--- config.mk ---
export PLATFORM = sky130hd
export DESIGN_NAME = serial_add_ctrl
export DESIGN_NICKNAME = d
export VERILOG_FILES = /design/src/rtl/alu_pkg.sv /design/src/rtl/serial_add_ctrl_add1.sv /design/src/rtl/serial_add_ctrl.sv
export SDC_FILE = /design/constraint.sdc
export NUM_CORES = 1
export LEC_CHECK = 0
export ABC_AREA = 1
export BUFFER_PORTS_ARGS = -buffer_cell sky130_fd_sc_hd__buf_2
export CORE_ASPECT_RATIO = 0.8
export CORE_MARGIN = 4
export CORE_UTILIZATION = 41
export CTS_CLUSTER_DIAMETER = 100
export DETAILED_ROUTE_END_ITERATION = 8
export GPL_TIMING_DRIVEN = 1
export PLACE_DENSITY = 0.63
export RECOVER_POWER = 25
export SETUP_SLACK_MARGIN = 0.2
export SKIP_LAST_GASP = 1
export SYNTH_ARGS = -nofsm -noshare
export SYNTH_HDL_FRONTEND = slang
export SYNTH_SLANG_ARGS = --single-unit
--- constraint.sdc ---
create_clock -name clk -period 3.5 [get_ports clk]
set_input_delay 0.7 -clock clk [delete_from_list [all_inputs] [get_ports clk]]
set_output_delay 0.7 -clock clk [all_outputs]
set_load 0.01 [all_outputs]
--- src/rtl/alu_pkg.sv ---
// ---------------------------------------------------------------------------
// alu_pkg
// Shared definitions for the bit-serial arithmetic unit.
//   state_e   : sequencer state encoding (IDLE / RUN / DONE, 2 bits)
//   cnt_width : width of the bit counter for a given operand width
// ---------------------------------------------------------------------------
package alu_pkg;

  typedef enum logic [1:0] {
    ST_IDLE = 2'd0,
    ST_RUN  = 2'd1,
    ST_DONE = 2'd2
  } state_e;

  // Counter must index bits 0..w-1; never narrower than one bit.
  function automatic int cnt_width(input int w);
    if (w <= 2) begin
      return 1;
    end else begin
      return $clog2(w);
    end
  endfunction

endpackage

--- src/rtl/serial_add_ctrl_add1.sv ---
// ---------------------------------------------------------------------------
// add1
// One-bit full adder cell, the only arithmetic element of the serial unit.
//   a_i, b_i : addend bits
//   ci_i     : carry in
//   s_o      : sum bit
//   co_o     : carry out
// ---------------------------------------------------------------------------
module add1 (
  input  logic a_i,
  input  logic b_i,
  input  logic ci_i,
  output logic s_o,
  output logic co_o
);

  assign s_o  = a_i ^ b_i ^ ci_i;
  assign co_o = (a_i & b_i) | (a_i & ci_i) | (b_i & ci_i);

endmodule

--- src/rtl/serial_add_ctrl.sv ---
// ---------------------------------------------------------------------------
// serial_add_ctrl
// Bit-serial add/subtract sequencer. Operands are latched on an accepted
// start, streamed LSB-first through a single add1 cell with a registered
// carry, and the result is returned with carry/overflow/zero flags and a
// one-cycle done pulse. One operation takes WIDTH+2 cycles.
//   clk        : clock, all state on rising edge
//   rst_n      : synchronous active-low reset
//   start      : request, accepted only while ready=1
//   sub        : 0 = a+b, 1 = a-b (sampled with start)
//   a, b       : operands (sampled with start)
//   ready      : high in IDLE only
//   done       : one-cycle pulse, result and flags valid
//   result     : sum/difference, held until the next accepted start
//   carry_out  : carry from the MSB (subtract: 1 = no borrow)
//   overflow   : signed two's-complement overflow
//   zero       : result == 0
// ---------------------------------------------------------------------------
module serial_add_ctrl
  import alu_pkg::*;
#(
  parameter int WIDTH = 4
) (
  input  logic             clk,
  input  logic             rst_n,
  input  logic             start,
  input  logic             sub,
  input  logic [WIDTH-1:0] a,
  input  logic [WIDTH-1:0] b,
  output logic             ready,
  output logic             done,
  output logic [WIDTH-1:0] result,
  output logic             carry_out,
  output logic             overflow,
  output logic             zero
);

  localparam int            CW       = cnt_width(WIDTH);
  localparam logic [CW-1:0] CNT_LAST = CW'(WIDTH - 1);

  state_e           st_q,  st_d;
  logic [CW-1:0]    cnt_q, cnt_d;
  logic [WIDTH-1:0] opa_q, opa_d;
  logic [WIDTH-1:0] opb_q, opb_d;
  logic [WIDTH-1:0] res_q, res_d;
  logic             cy_q,  cy_d;
  logic             co_q,  co_d;
  logic             ov_q,  ov_d;
  logic             z_q,   z_d;

  logic             sum_s;
  logic             cout_s;
  logic [WIDTH-1:0] res_shift_s;

  add1 u_add1 (
    .a_i  (opa_q[0]),
    .b_i  (opb_q[0]),
    .ci_i (cy_q),
    .s_o  (sum_s),
    .co_o (cout_s)
  );

  // New sum bit enters at the MSB; after WIDTH shifts bit 0 sits in result[0].
  assign res_shift_s = {sum_s, res_q[WIDTH-1:1]};

  // Next-state, datapath shift and flag capture.
  always_comb begin
    st_d  = st_q;
    cnt_d = cnt_q;
    opa_d = opa_q;
    opb_d = opb_q;
    res_d = res_q;
    cy_d  = cy_q;
    co_d  = co_q;
    ov_d  = ov_q;
    z_d   = z_q;
    case (st_q)
      ST_IDLE: begin
        if (start) begin
          // Subtraction as a + ~b + 1: invert b and seed the carry with 1.
          opa_d = a;
          opb_d = sub ? ~b : b;
          cy_d  = sub;
          cnt_d = {CW{1'b0}};
          res_d = {WIDTH{1'b0}};
          co_d  = 1'b0;
          ov_d  = 1'b0;
          z_d   = 1'b0;
          st_d  = ST_RUN;
        end else begin
          st_d  = ST_IDLE;
        end
      end
      ST_RUN: begin
        opa_d = {1'b0, opa_q[WIDTH-1:1]};
        opb_d = {1'b0, opb_q[WIDTH-1:1]};
        res_d = res_shift_s;
        cy_d  = cout_s;
        if (cnt_q == CNT_LAST) begin
          // cy_q is the carry into the MSB at this bit.
          ov_d = cy_q ^ cout_s;
          co_d = cout_s;
          z_d  = (res_shift_s == {WIDTH{1'b0}});
          st_d = ST_DONE;
        end else begin
          cnt_d = cnt_q + CW'(1);
        end
      end
      ST_DONE: begin
        st_d = ST_IDLE;
      end
      default: begin
        st_d = ST_IDLE;
      end
    endcase
  end

  // State and datapath registers with synchronous reset.
  always_ff @(posedge clk) begin
    if (!rst_n) begin
      st_q  <= ST_IDLE;
      cnt_q <= {CW{1'b0}};
      opa_q <= {WIDTH{1'b0}};
      opb_q <= {WIDTH{1'b0}};
      res_q <= {WIDTH{1'b0}};
      cy_q  <= 1'b0;
      co_q  <= 1'b0;
      ov_q  <= 1'b0;
      z_q   <= 1'b0;
    end else begin
      st_q  <= st_d;
      cnt_q <= cnt_d;
      opa_q <= opa_d;
      opb_q <= opb_d;
      res_q <= res_d;
      cy_q  <= cy_d;
      co_q  <= co_d;
      ov_q  <= ov_d;
      z_q   <= z_d;
    end
  end

  assign ready     = (st_q == ST_IDLE);
  assign done      = (st_q == ST_DONE);
  assign result    = res_q;
  assign carry_out = co_q;
  assign overflow  = ov_q;
  assign zero      = z_q;

endmodule

==> out/metrics.sh, run 1 <==
SLEW_HEADROOM=-0.03607
POST_SYNTH_INST_COUNT=134
GRT_PASS1_VIAS=819
FINAL_UTIL=0.4951
ROUTABILITYCONGESTION=0.8409
DIE_Y_UM=50.54
TIMING.CRITICAL_PATH.TO_TYPE='flop'
RUN_STATUS='finished, violations left'
CTS.SINK_COUNT=20
SYNTH-SIMPLE-AREA-SHARE=0.3387
FRACTION_OF_POWER_SPENT_SWITCHING_NETS=0.2710
COUNT_OF_INPUT_AND_OUTPUT_BUFFERS=20
ANTENNA_FOUND_INITIAL=0
P_SEQ_FRAC=0.552
SYNTH_MUX_AREA_FRAC=0
GRT_SETUP_UNREPAIRED='false'
LAYOUT_COMMONEST_CELL='nand2_1'
HORIZONTAL_DIE_DIMENSION_UM=61.17
WORSTREG2REGEND='opa_q[1]'
SYNTH-COMPOUND-AREA-SHARE=0.1093
INITIALDRTVIOLATIONCOUNT=25
SYNTH_TOP_FAMILY_BY_AREA='simple AND/OR/NAND/NOR gates'
GRT_REMAINING_OVERFLOW=0
CLOCK.FMAX_MHz=476.0
FINAL.SETUP_SKEW_NS=0.008508
WORST-PATH-MAX-FANOUT=15
ROUTED_WIRELENGTH_UM=2128
POWER_DENSITY_nW_PER_UM2=423.4
WORST_HOLD_PATH_ENDPOINT='result[0]'
YOSYS_REGISTER_BITS=20
WORST-SLEW-PIN-TRANSITION_NS=1.538
ROUTE.DETAILED.DRC=0
CP.REQUIRED_NS=3.73
IOPINCOUNT=21
CLOCKROOTBUFFER='clkbuf_4'
POST_SYNTH_NUM_CELL_TYPES=20
SYNTHESIZED_NETS=148
CAP_VIOLATIONS=1
POWER_LEAKAGE_nW=0.5137
POST_SYNTH.CELL_AREA_AVG_UM2=6.919
CTS_MAX_PATH_BUFFERS=2
TIMING_HOLD_VIOLATIONS_FINAL=0
CLKTRANSATPATHREGS_NS=0.12
POST_ROUTE_CELLS_DRIVE_ABOVE_1_SHARE=0.1613
CRIT_PATH_START_KIND='input pin'
ANTENNA_CELLS=0
TRITONCTS.NUM_BUFFERS=3
MIN_PERIOD_OVER_PERIOD=0.6003
GRT_START_MAX_NET_PINS=16
P_SW_mW=0.1226
R2R-START='st_q[0]'
INITIAL_UTILIZATION=0.4296
CTS_TREE='built'
SYNTHESIS.AREA_UM2=927.1
POST_CTS_BUFFERS=0
POST_SYNTH_FA_HA_MAJ_AREA_FRACTION=0.03509
PATH_CLASS_OF_THE_LOWEST_SLACK_MIN_DELAY_PATH='reg -> reg'
WHS_PATH_DEPTH=2
POSTPLACECELLAREA_UM2=1042
DRT_VIA_DENSITY=4.928
CLK-INSERTION-DELAY-LATE_NS=0.30
LAYOUT_COMMON_CELLS='nand2_1, dfxtp_1, nor2_1, buf_2, a21oi_1'
DETAILEDPLACEMENTHPWL_UM=1622
DRT_PASS_1_ITERS=4
CTS_MAX_LEVEL=1
AREA.GROWTH.SYNTH_TO_FINAL_PCT=15.25
MIN_FROM='result[0]'
COMBPWRFRAC=0.151
SYNTH_SEQUENTIAL_AREA_RATIO=0.4318
VIOLATIONS='capacitance limit, slew limit'
POWER_FRAC_CLOCK=0.298
TIMING.SETUP.CRITICAL_PATH_CLASS='in -> reg'
ROUTED_WIRE_LENGTH_PER_INSTANCE_UM=11.82
CTS.REPAIR.RESIZED=0
REG2REG_SLACK_NS=1.52
FIN_SETUP_TNS_NS=0
FINISH.INSTANCE_AREA_UM2=1069
SYNTH_WARNINGS=0
TOTAL_OF_HOLD_BUFFERS_INSERTED_AFTER_CLOCK_TREE_SYNTHESIS=0
SYNTHXORXNORAREAFRAC=0.01889
WORST_EP_ARRIVAL_TIME_NS=2.33
GLOBAL_ROUTE.USAGE.TOTAL=0.1549
FINISH.NET_COUNT=170
P_INT_mW=0.3298
MIN_PERIOD_NS=2.101
GRT_PASS1_WL_UM=3525
DETAILROUTE.VIA_COUNT=887
CORE_AREA_UM2=2158
WORSTREGTOREGCELLS=3
FLOORPLAN_DIE_AREA_UM2=3091
SETUP_VIOL=0
ROWS=15
DETAIL-ROUTE-ANTENNA-NETS=0
FINALMAXSLEWVIOLATIONS=16
PEAKVDDDROP_V=0.0002799
## cell type report
cell class,instances,area [µm²]
sequential,20,400.4
fill,233,1090
timing repair buffer,20,98.84
multi-input combinational,99,456.7
tap,25,31.28
clock buffer,4,36.28
inverter,12,45.04
## critical path, cell delays in order
cell,delay [ns]
clkbuf_1,0.13
o21ai_0,1.19
nand2_1,0.11
a31oi_1,0.20
## Yosys cell counts
cell | count | area share
o21ai_2 | 1 | 0.0094
buf_2 | 1 | 0.0054
clkbuf_1 | 1 | 0.0040
buf_4 | 1 | 0.0081
dfxtp_1 | 20 | 0.43
a31oi_1 | 2 | 0.013
o21ai_1 | 1 | 0.0054
ha_1 | 1 | 0.013
xor2_1 | 2 | 0.019
nor2_2 | 3 | 0.020
nand3_1 | 10 | 0.054
inv_1 | 11 | 0.045
nand3b_1 | 2 | 0.016
nand2_1 | 43 | 0.17
nor2_1 | 17 | 0.069
fa_1 | 1 | 0.022
a21oi_1 | 12 | 0.065
inv_2 | 1 | 0.0040
o21ai_0 | 3 | 0.016
nor3_1 | 1 | 0.0054
## sequential cells by signal, indices dropped and copies added (netlist names)
| register | cells |
|---|---|
| opa_q | 4 |
| cy_q | 1 |
| overflow | 1 |
| zero | 1 |
| result | 4 |
| cnt_q | 2 |
| st_q | 2 |
| carry_out | 1 |
| opb_q | 4 |
## how the worst max path moves through the flow
stage,to,startpoint
after floorplan,opa_q[2],start
after detailed placement,opb_q[1],start
after global routing,opb_q[1],start
after global placement,opb_q[1],start
final,opa_q[1],start
after CTS,ready,st_q[0]
## per-layer routing
| layer | wire, µm | track usage | part of all wire |
|---|---|---|---|
| met5 | 0 | 0 | 0 |
| met4 | 17 | 0.04332 | 0.0080 |
| met1 | 1028 | 0.2028 | 0.48 |
| met3 | 140 | 0.05656 | 0.066 |
| met2 | 942 | 0.2359 | 0.44 |
## kinds of logic after synthesis
logic type | after synthesis
compound gates | 19
flops | 20
buf+inv | 15
xor+xnor | 2
simple gates | 76
fa+ha+maj | 2
## metrics by stage
step / power (mW) / setup WS (ns) / std cells / hold slack [ns]
final: 0.4525 / 1.399 / 180 / 0.4713
after global routing: 0.4790 / 1.230 / 180 / 0.4812
after CTS: 0.4579 / 1.645 / 180 / 0.4702
after floorplan: 0.3013 / 2.168 / 134 / 0.4445
after global placement: 0.3230 / 1.837 / 176 / 0.4482
after detailed placement: 0.3249 / 1.830 / 176 / 0.4530
## power groups by stage
stage / sequential, mW / combinational (mW) / clock, mW
2_1_floorplan: 0.254 / 0.0473 / 0
3_3_place_gp: 0.254 / 0.0688 / 0
3_5_place_dp: 0.255 / 0.0696 / 0
4_1_cts: 0.250 / 0.0700 / 0.138
5_1_grt: 0.252 / 0.0800 / 0.147
6_report: 0.250 / 0.0681 / 0.135
(Power assumes the default switching activity.)
==> inputs of run 2 (changes only) <==
- PLACE_DENSITY: 0.63 -> 0.66
- clock period: 3.5 -> 1.74 ns (I/O delays scaled with it)
==> run 2 against run 1 <==
  * Total power up 90%
  * Global-route usage is 0.60 points lower
  * Largest power group unchanged
  * The flow now finishes without violations
  * Sequential power rose by 100%
==> out/metrics.sh, run 2 (same netlist as run 1, synthesis figures left out) <==
CLOCKROOTBUFFER='clkbuf_4'
INITIAL_UTILIZATION=0.4296  # unchanged
COMBPWRFRAC=0.167  # +0.016
COUNT_OF_INPUT_AND_OUTPUT_BUFFERS=20  # unchanged
CTS_MAX_PATH_BUFFERS=2  # unchanged
TIMING_HOLD_VIOLATIONS_FINAL=0  # unchanged
TIMING.SETUP.CRITICAL_PATH_CLASS='reg -> out'
DIE_Y_UM=50.54  # unchanged
DETAILEDPLACEMENTHPWL_UM=1571  # -3.1%
GRT_PASS1_WL_UM=3484  # -1.2%
POWER_DENSITY_nW_PER_UM2=794.2  # +88%
INSTANCES_NO_FILL=182  # +1.1%
DETAIL-ROUTE-ANTENNA-NETS=0  # unchanged
PLACE.DETAILED.INSTANCES=179  # +1.7%
DETAILROUTE.VIA_COUNT=882  # -0.56%
POWER_FRAC_CLOCK=0.248  # -0.050
LAYOUT_COMMON_CELLS='nand2_1, dfxtp_1, nor2_1'
FIN_SETUP_TNS_NS=0  # unchanged
DRT_PASS_1_ITERS=4  # unchanged
FINISH.NET_COUNT=173  # +1.8%
LAYOUT_COMMONEST_CELL='nand2_1'
GLOBAL_ROUTE.USAGE.TOTAL=0.1489  # -0.006005
ROUTE.DETAILED.DRC=0  # unchanged
SLEW_HEADROOM=0.6992  # +0.7352
WORST-PATH-MAX-FANOUT=7  # -8
WORST_EP_ARRIVAL_TIME_NS=1.13  # -1.20 ns
FINALMAXSLEWVIOLATIONS=0  # -16
PRECTSSETUPSLACK_NS=0.4314  # -1.399 ns
ROWS=15  # unchanged
PATH_CLASS_OF_THE_LOWEST_SLACK_MIN_DELAY_PATH='in -> reg'
CORE_AREA_UM2=2158  # unchanged
TIMING.CRITICAL_PATH.TO_TYPE='output pin'
GRT_PASS1_VIAS=832  # +1.6%
POST_ROUTE_CELLS_DRIVE_ABOVE_1_SHARE=0.1656  # +0.004315
AREA.GROWTH.SYNTH_TO_FINAL_PCT=16.46
POWER_LEAKAGE_nW=0.5094  # -0.84%
POST_CTS_BUFFERS=0  # unchanged
CP.REQUIRED_NS=1.39  # -2.34 ns
POWER.TOTAL_mW=0.8576  # +90%
FRACTION_OF_POWER_SPENT_SWITCHING_NETS=0.2749  # +0.003889
RUN_STATUS='finished clean'
WORST-SLEW-PIN-TRANSITION_NS=0.4507  # -1.087 ns
PEAKVDDDROP_V=0.0005513  # +97%
LAYOUT_SETUP_WS_NS=0.2598  # -1.139 ns
HORIZONTAL_DIE_DIMENSION_UM=61.17  # unchanged
TOTAL_OF_HOLD_BUFFERS_INSERTED_AFTER_CLOCK_TREE_SYNTHESIS=0  # unchanged
IOPINCOUNT=21  # unchanged
ANTENNA_FOUND_INITIAL=0  # unchanged
GRT_SETUP_UNREPAIRED='true'
INITIALDRTVIOLATIONCOUNT=31  # +24%
CTS_MAX_LEVEL=1  # unchanged
FINAL.SETUP_SKEW_NS=0.003192  # -0.005316 ns
CLOCK.FMAX_MHz=675.6
ROUTED_WIRELENGTH_UM=2004  # -5.8%
CRIT_PATH_START_KIND='flop'
GRT_REMAINING_OVERFLOW=0  # unchanged
NFILLCELLS=223  # -4.3%
CAP_VIOLATIONS=0  # -1
DRT_VIA_DENSITY=4.846  # -1.7%
MIN_PERIOD_NS=1.480
ROUTED_WIRE_LENGTH_PER_INSTANCE_UM=11.01  # -6.9%
CTS.SINK_COUNT=20  # unchanged
P_INT_mW=0.6218  # +89%
CLK-INSERTION-DELAY-LATE_NS=0.29  # about the same
ANTENNA_CELLS=0  # unchanged
SETUP_VIOL=0  # unchanged
TRITONCTS.NUM_BUFFERS=3  # unchanged
MIN_PERIOD_OVER_PERIOD=0.8507
FIN_HOLD_WS_NS=0.2894  # -0.1819 ns
CTS.REPAIR.RESIZED=0  # unchanged
CLKTRANSATPATHREGS_NS=0.11  # about the same
ROUTABILITYCONGESTION=0.8034  # -4.5%
P_SEQ_FRAC=0.585  # +0.033
GRT_START_MAX_NET_PINS=15  # -1
FLOORPLAN_DIE_AREA_UM2=3091  # unchanged
CTS_TREE='built'
P_SW_mW=0.2358  # +92%
-- run 2: layout make-up --
class | count | area (µm²) | area share
inverters | 12 | 45.04 | 0.04171
flip-flops and latches | 20 | 400.4 | 0.3708
clock buffers | 3 | 22.52 | 0.02086
repair buffers | 23 | 117.6 | 0.1089
multi-input cells | 99 | 462.9 | 0.4287
well taps | 25 | 31.28 | 0.02897
-- run 2: power groups by stage --
stage	clock network, mW	registers, mW	logic, mW
floorplan	0	0.511	0.0952
global placement	0	0.511	0.144
detailed placement	0	0.512	0.146
CTS	0.223	0.502	0.147
global route	0.245	0.505	0.166
finish	0.212	0.502	0.143
-- run 2: stage by stage --
| stage | instance area [µm²] | util |
|---|---|---|
| after floorplan | 927.1 | - |
| after global placement | 1065 | 0.4933 |
| after detailed placement | 1065 | 0.4933 |
| after CTS | 1087 | 0.5038 |
| after global routing | 1080 | 0.5003 |
| final | 1080 | 0.5003 |
-- run 2: layer usage --
layer | vias up | global-route usage | share of wire | wire length (µm)
met5 | - | 0 | 0 | 0
met4 | 0 | 0.03249 | 0.0080 | 16
met3 | 2 | 0.05141 | 0.043 | 86
met2 | 17 | 0.2518 | 0.48 | 957
met1 | 388 | 0.1787 | 0.47 | 944
li1 | 475 | - | - | -
-- run 2: worst max-delay path: stages, from the launching register on --
cell and delay, ns:
dfxtp_1 0.39, nor2_1 0.26, buf_2 0.19
-- run 2: final timing paths --
path              startpoint        end  slack [ns]  depth (start not counted)
setup reg to reg     st_q[0]   overflow        0.42                          7
hold reg to reg    result[0]  result[0]        0.47                          2
setup / recovery     st_q[0]      ready        0.26                          2
hold / removal          a[3]   opa_q[3]        0.29                          3
==> inputs of run 3 (changes only) <==
- ABC_AREA: 1 -> not set
- PLACE_DENSITY: 0.66 -> 0.65
==> run 3 against run 2 <==
  * Synthesized cell count decreased by 20%
  * Synthesized area increased by 6.3%
  * Sequential power up 0.8%
  * Critical path type unchanged
  * Critical endpoint unchanged
==> out/metrics.sh, run 3 <==
PLACE.DETAILED.INSTANCES=146  # -18%
PEAKVDDDROP_V=0.0005408  # -1.9%
POST_SYNTH.CELL_AREA_AVG_UM2=9.214  # +33%
CAP_VIOLATIONS=0  # unchanged
WHS_PATH_DEPTH=3  # unchanged
POST_SYNTH_INST_COUNT=107  # -20%
POWER_DENSITY_nW_PER_UM2=782.4  # -1.5%
ANTENNA_FOUND_INITIAL=0  # unchanged
CTS_MAX_LEVEL=1  # unchanged
PATH_CLASS_OF_THE_LOWEST_SLACK_MIN_DELAY_PATH='in -> reg'
SYNTH_TOP_AREA_FRAC=0.4061  # -0.02576
DRT_VIA_DENSITY=5.779  # +19%
POST_SYNTH_FA_HA_MAJ_AREA_FRACTION=0.03299  # -0.002093
FIN_HOLD_WS_NS=0.3532  # +0.06380 ns
SYNTH_TOP_FAMILY_BY_AREA='compound AO/OA/AOI/OAI gates'
GRT_PASS1_VIAS=850  # +2.2%
SYNTHXORXNORAREAFRAC=0.04442  # +0.02552
ROUTABILITYCONGESTION=0.8630  # +7.4%
SYNTHESIZED_NETS=121  # -18%
GLOBAL_ROUTE.USAGE.TOTAL=0.1461  # -0.002782
MIN_PERIOD_NS=1.517  # +0.03725 ns
TIMING.CRITICAL_PATH.TO_TYPE='output pin'
CLK-INSERTION-DELAY-LATE_NS=0.29  # about the same
SYNTH-COMPOUND-AREA-SHARE=0.2665  # +0.1572
CTS.REPAIR.RESIZED=1  # +1
ROUTED_WIRE_LENGTH_PER_INSTANCE_UM=14.27  # +30%
FINALMAXSLEWVIOLATIONS=0  # unchanged
TOTAL_OF_HOLD_BUFFERS_INSERTED_AFTER_CLOCK_TREE_SYNTHESIS=0  # unchanged
INITIAL_UTILIZATION=0.4452  # +0.01563
FIN_SETUP_TNS_NS=0  # unchanged
INSTANCES_NO_FILL=149  # -18%
DETAILROUTE.VIA_COUNT=861  # -2.4%
POST_ROUTE_CELLS_DRIVE_ABOVE_1_SHARE=0.2339  # +0.06827
GRT_PASS1_WL_UM=3739  # +7.3%
CRITPATHLAUNCH='st_q[0]'
WORST_EP_ARRIVAL_TIME_NS=1.17  # +0.04 ns
IOPINCOUNT=21  # unchanged
POST_CTS_BUFFERS=0  # unchanged
TOP_LAYER='met4'
SLEW_HEADROOM=0.6782  # -0.02100
ROWS=15  # unchanged
SYNTH_SEQUENTIAL_AREA_RATIO=0.4061  # -0.02576
YS_TOP_CELLS_BY_AREA='dfxtp_1, a22oi_1, a21oi_1'
MIN_PERIOD_OVER_PERIOD=0.8721  # +0.02141
GRT_START_MAX_NET_PINS=18  # +3
LAYOUT_SETUP_WS_NS=0.2225  # -0.03725 ns
ANTENNA_CELLS=0  # unchanged
YOSYS_REGISTER_BITS=20  # unchanged
FINISH.NET_COUNT=140  # -19%
TRITONCTS.NUM_BUFFERS=3  # unchanged
DETAILROUTE.WIRELENGTH.MET2_UM=977  # +2.1%
CTS_TREE='built'
POSTPLACECELLAREA_UM2=1074  # +0.82%
DETAIL-ROUTE-ANTENNA-NETS=0  # unchanged
DIE_Y_UM=51.86  # +2.6%
FLOORPLAN_DIE_AREA_UM2=3258  # +5.4%
FINAL.SETUP_SKEW_NS=0.003564  # +0.0003724 ns
NFILLCELLS=223  # unchanged
GRT_SETUP_UNREPAIRED='false'
INITIALDRTVIOLATIONCOUNT=25  # -19%
DETAILEDPLACEMENTHPWL_UM=1555  # -1.0%
WORST-SLEW-PIN-TRANSITION_NS=0.4822  # +0.03146 ns
CLKTRANSATPATHREGS_NS=0.11  # about the same
SYNTHESIS.AREA_UM2=985.9  # +6.3%
MIN_FROM='b[0]'
CRIT_PATH_START_KIND='flop'
POWER_LEAKAGE_nW=0.4332  # -15%
CTS_MAX_PATH_BUFFERS=2  # unchanged
TIMING.SETUP.CRITICAL_PATH_CLASS='reg -> out'
R2R-START='cy_q'
SETUP_VIOL=0  # unchanged
HORIZONTAL_DIE_DIMENSION_UM=62.83  # +2.7%
SYNTH.MOST_COMMON_CELL='dfxtp_1'
CLOCKROOTBUFFER='clkbuf_4'
CTS.SINK_COUNT=20  # unchanged
AREA.GROWTH.SYNTH_TO_FINAL_PCT=10.66
RUN_STATUS='finished clean'
SYNTH_EDF_COUNT=0  # unchanged
POST-SYNTH-TOP-AREA-CELL='dfxtp_1'
DRT_PASS_1_ITERS=4  # unchanged
SYNTH-SIMPLE-AREA-SHARE=0.1574  # -0.1814
ROUTED_WIRELENGTH_UM=2126  # +6.1%
WORST-PATH-MAX-FANOUT=12  # +5
POST_SYNTH_MOST_FREQUENT_CELLS='dfxtp_1, a21oi_1, a22oi_1, nor2_1'
TIMING_HOLD_VIOLATIONS_FINAL=0  # unchanged
CLOCK.FMAX_MHz=659.0  # -2.5%
WL_MET1_UM=1015  # +7.5%
SYNTH_WARNINGS=0  # unchanged
COUNT_OF_INPUT_AND_OUTPUT_BUFFERS=20  # unchanged
MET3_WIRELENGTH_UM=120  # +40%
POST_SYNTH_NUM_CELL_TYPES=35  # +75%
PRECTSSETUPSLACK_NS=0.3564  # -0.07500 ns
SHARE_OF_SYNTHESIZED_REGISTERS_CARRYING_AN_ASYNC_SET_OR_RESET=0  # unchanged
FINISH.INSTANCE_AREA_UM2=1091  # +1.0%
LAYOUT_COMMON_CELLS='dfxtp_1, buf_2, a21oi_1'
SYNTH_TOP_FLOP_CELL='dfxtp_1'
CP.REQUIRED_NS=1.39  # about the same
WORSTREGTOREGCELLS=4  # -3
CORE_AREA_UM2=2215  # +2.6%
SYNTH_MUX_AREA_FRAC=0.01015  # +0.01015
GRT_REMAINING_OVERFLOW=0  # unchanged
LAYOUT_COMMONEST_CELL='dfxtp_1'
ROUTE.DETAILED.DRC=0  # unchanged
## run 3: cell count changes in the layout (fill, tap and decap cells not counted), moves of 3 or more
cell,change
nand2_1,-38
nor2_1,-11
nand3_1,-7
o221ai_1,+4
inv_1,-8
nand4_1,+5
a22oi_1,+7
a21oi_1,-3
## run 3: cell families after synthesis
kind of cell / Yosys count
DFF: 20
adders and majority gates: 2
buffers and inverters: 13
AOI/OAI and AO/OA: 38
xor gates and xnor gates: 5
muxes: 1
and+or+nand+nor: 28
## run 3: final timing paths
check,endpoint,slack [ns]
hold reg to reg,carry_out,0.49
hold / removal,opb_q[0],0.35
setup reg to reg,zero,0.36
setup / recovery,ready,0.22
## run 3: area by class of cell
class / count / area (µm²) / area share
clock buffer: 3 / 22.52 / 0.02064
inverter: 4 / 15.01 / 0.01376
tap: 25 / 31.28 / 0.02867
timing repair buffer: 23 / 116.4 / 0.1067
multi-input combinational: 74 / 501.7 / 0.4599
sequential: 20 / 404.1 / 0.3704
## run 3: stage by stage
step / total power [mW] / utilization
after detailed placement: 0.6504 / 0.4847
after CTS: 0.8594 / 0.4955
after floorplan: 0.6154 / -
after global placement: 0.6475 / 0.4847
final: 0.8536 / 0.4927
after global routing: 0.9082 / 0.4927
## run 3: power by group
group,switching (mW),total [mW],internal [mW]
Combinational,0.0717,0.132,0.0605
Clock,0.135,0.216,0.0805
Sequential,0.0260,0.506,0.480
Total,0.233,0.854,0.621
## run 3: layer usage
layer	global-route usage	vias to the layer above
met5	0	-
met4	0.03663	0
met3	0.06263	2
met2	0.2478	21
met1	0.1715	406
li1	-	432
## run 3: worst max-delay path, cell delays in order, from the launching register on
cell and delay (ns):
dfxtp_1 0.63, nor2_1 0.09, buf_2 0.16
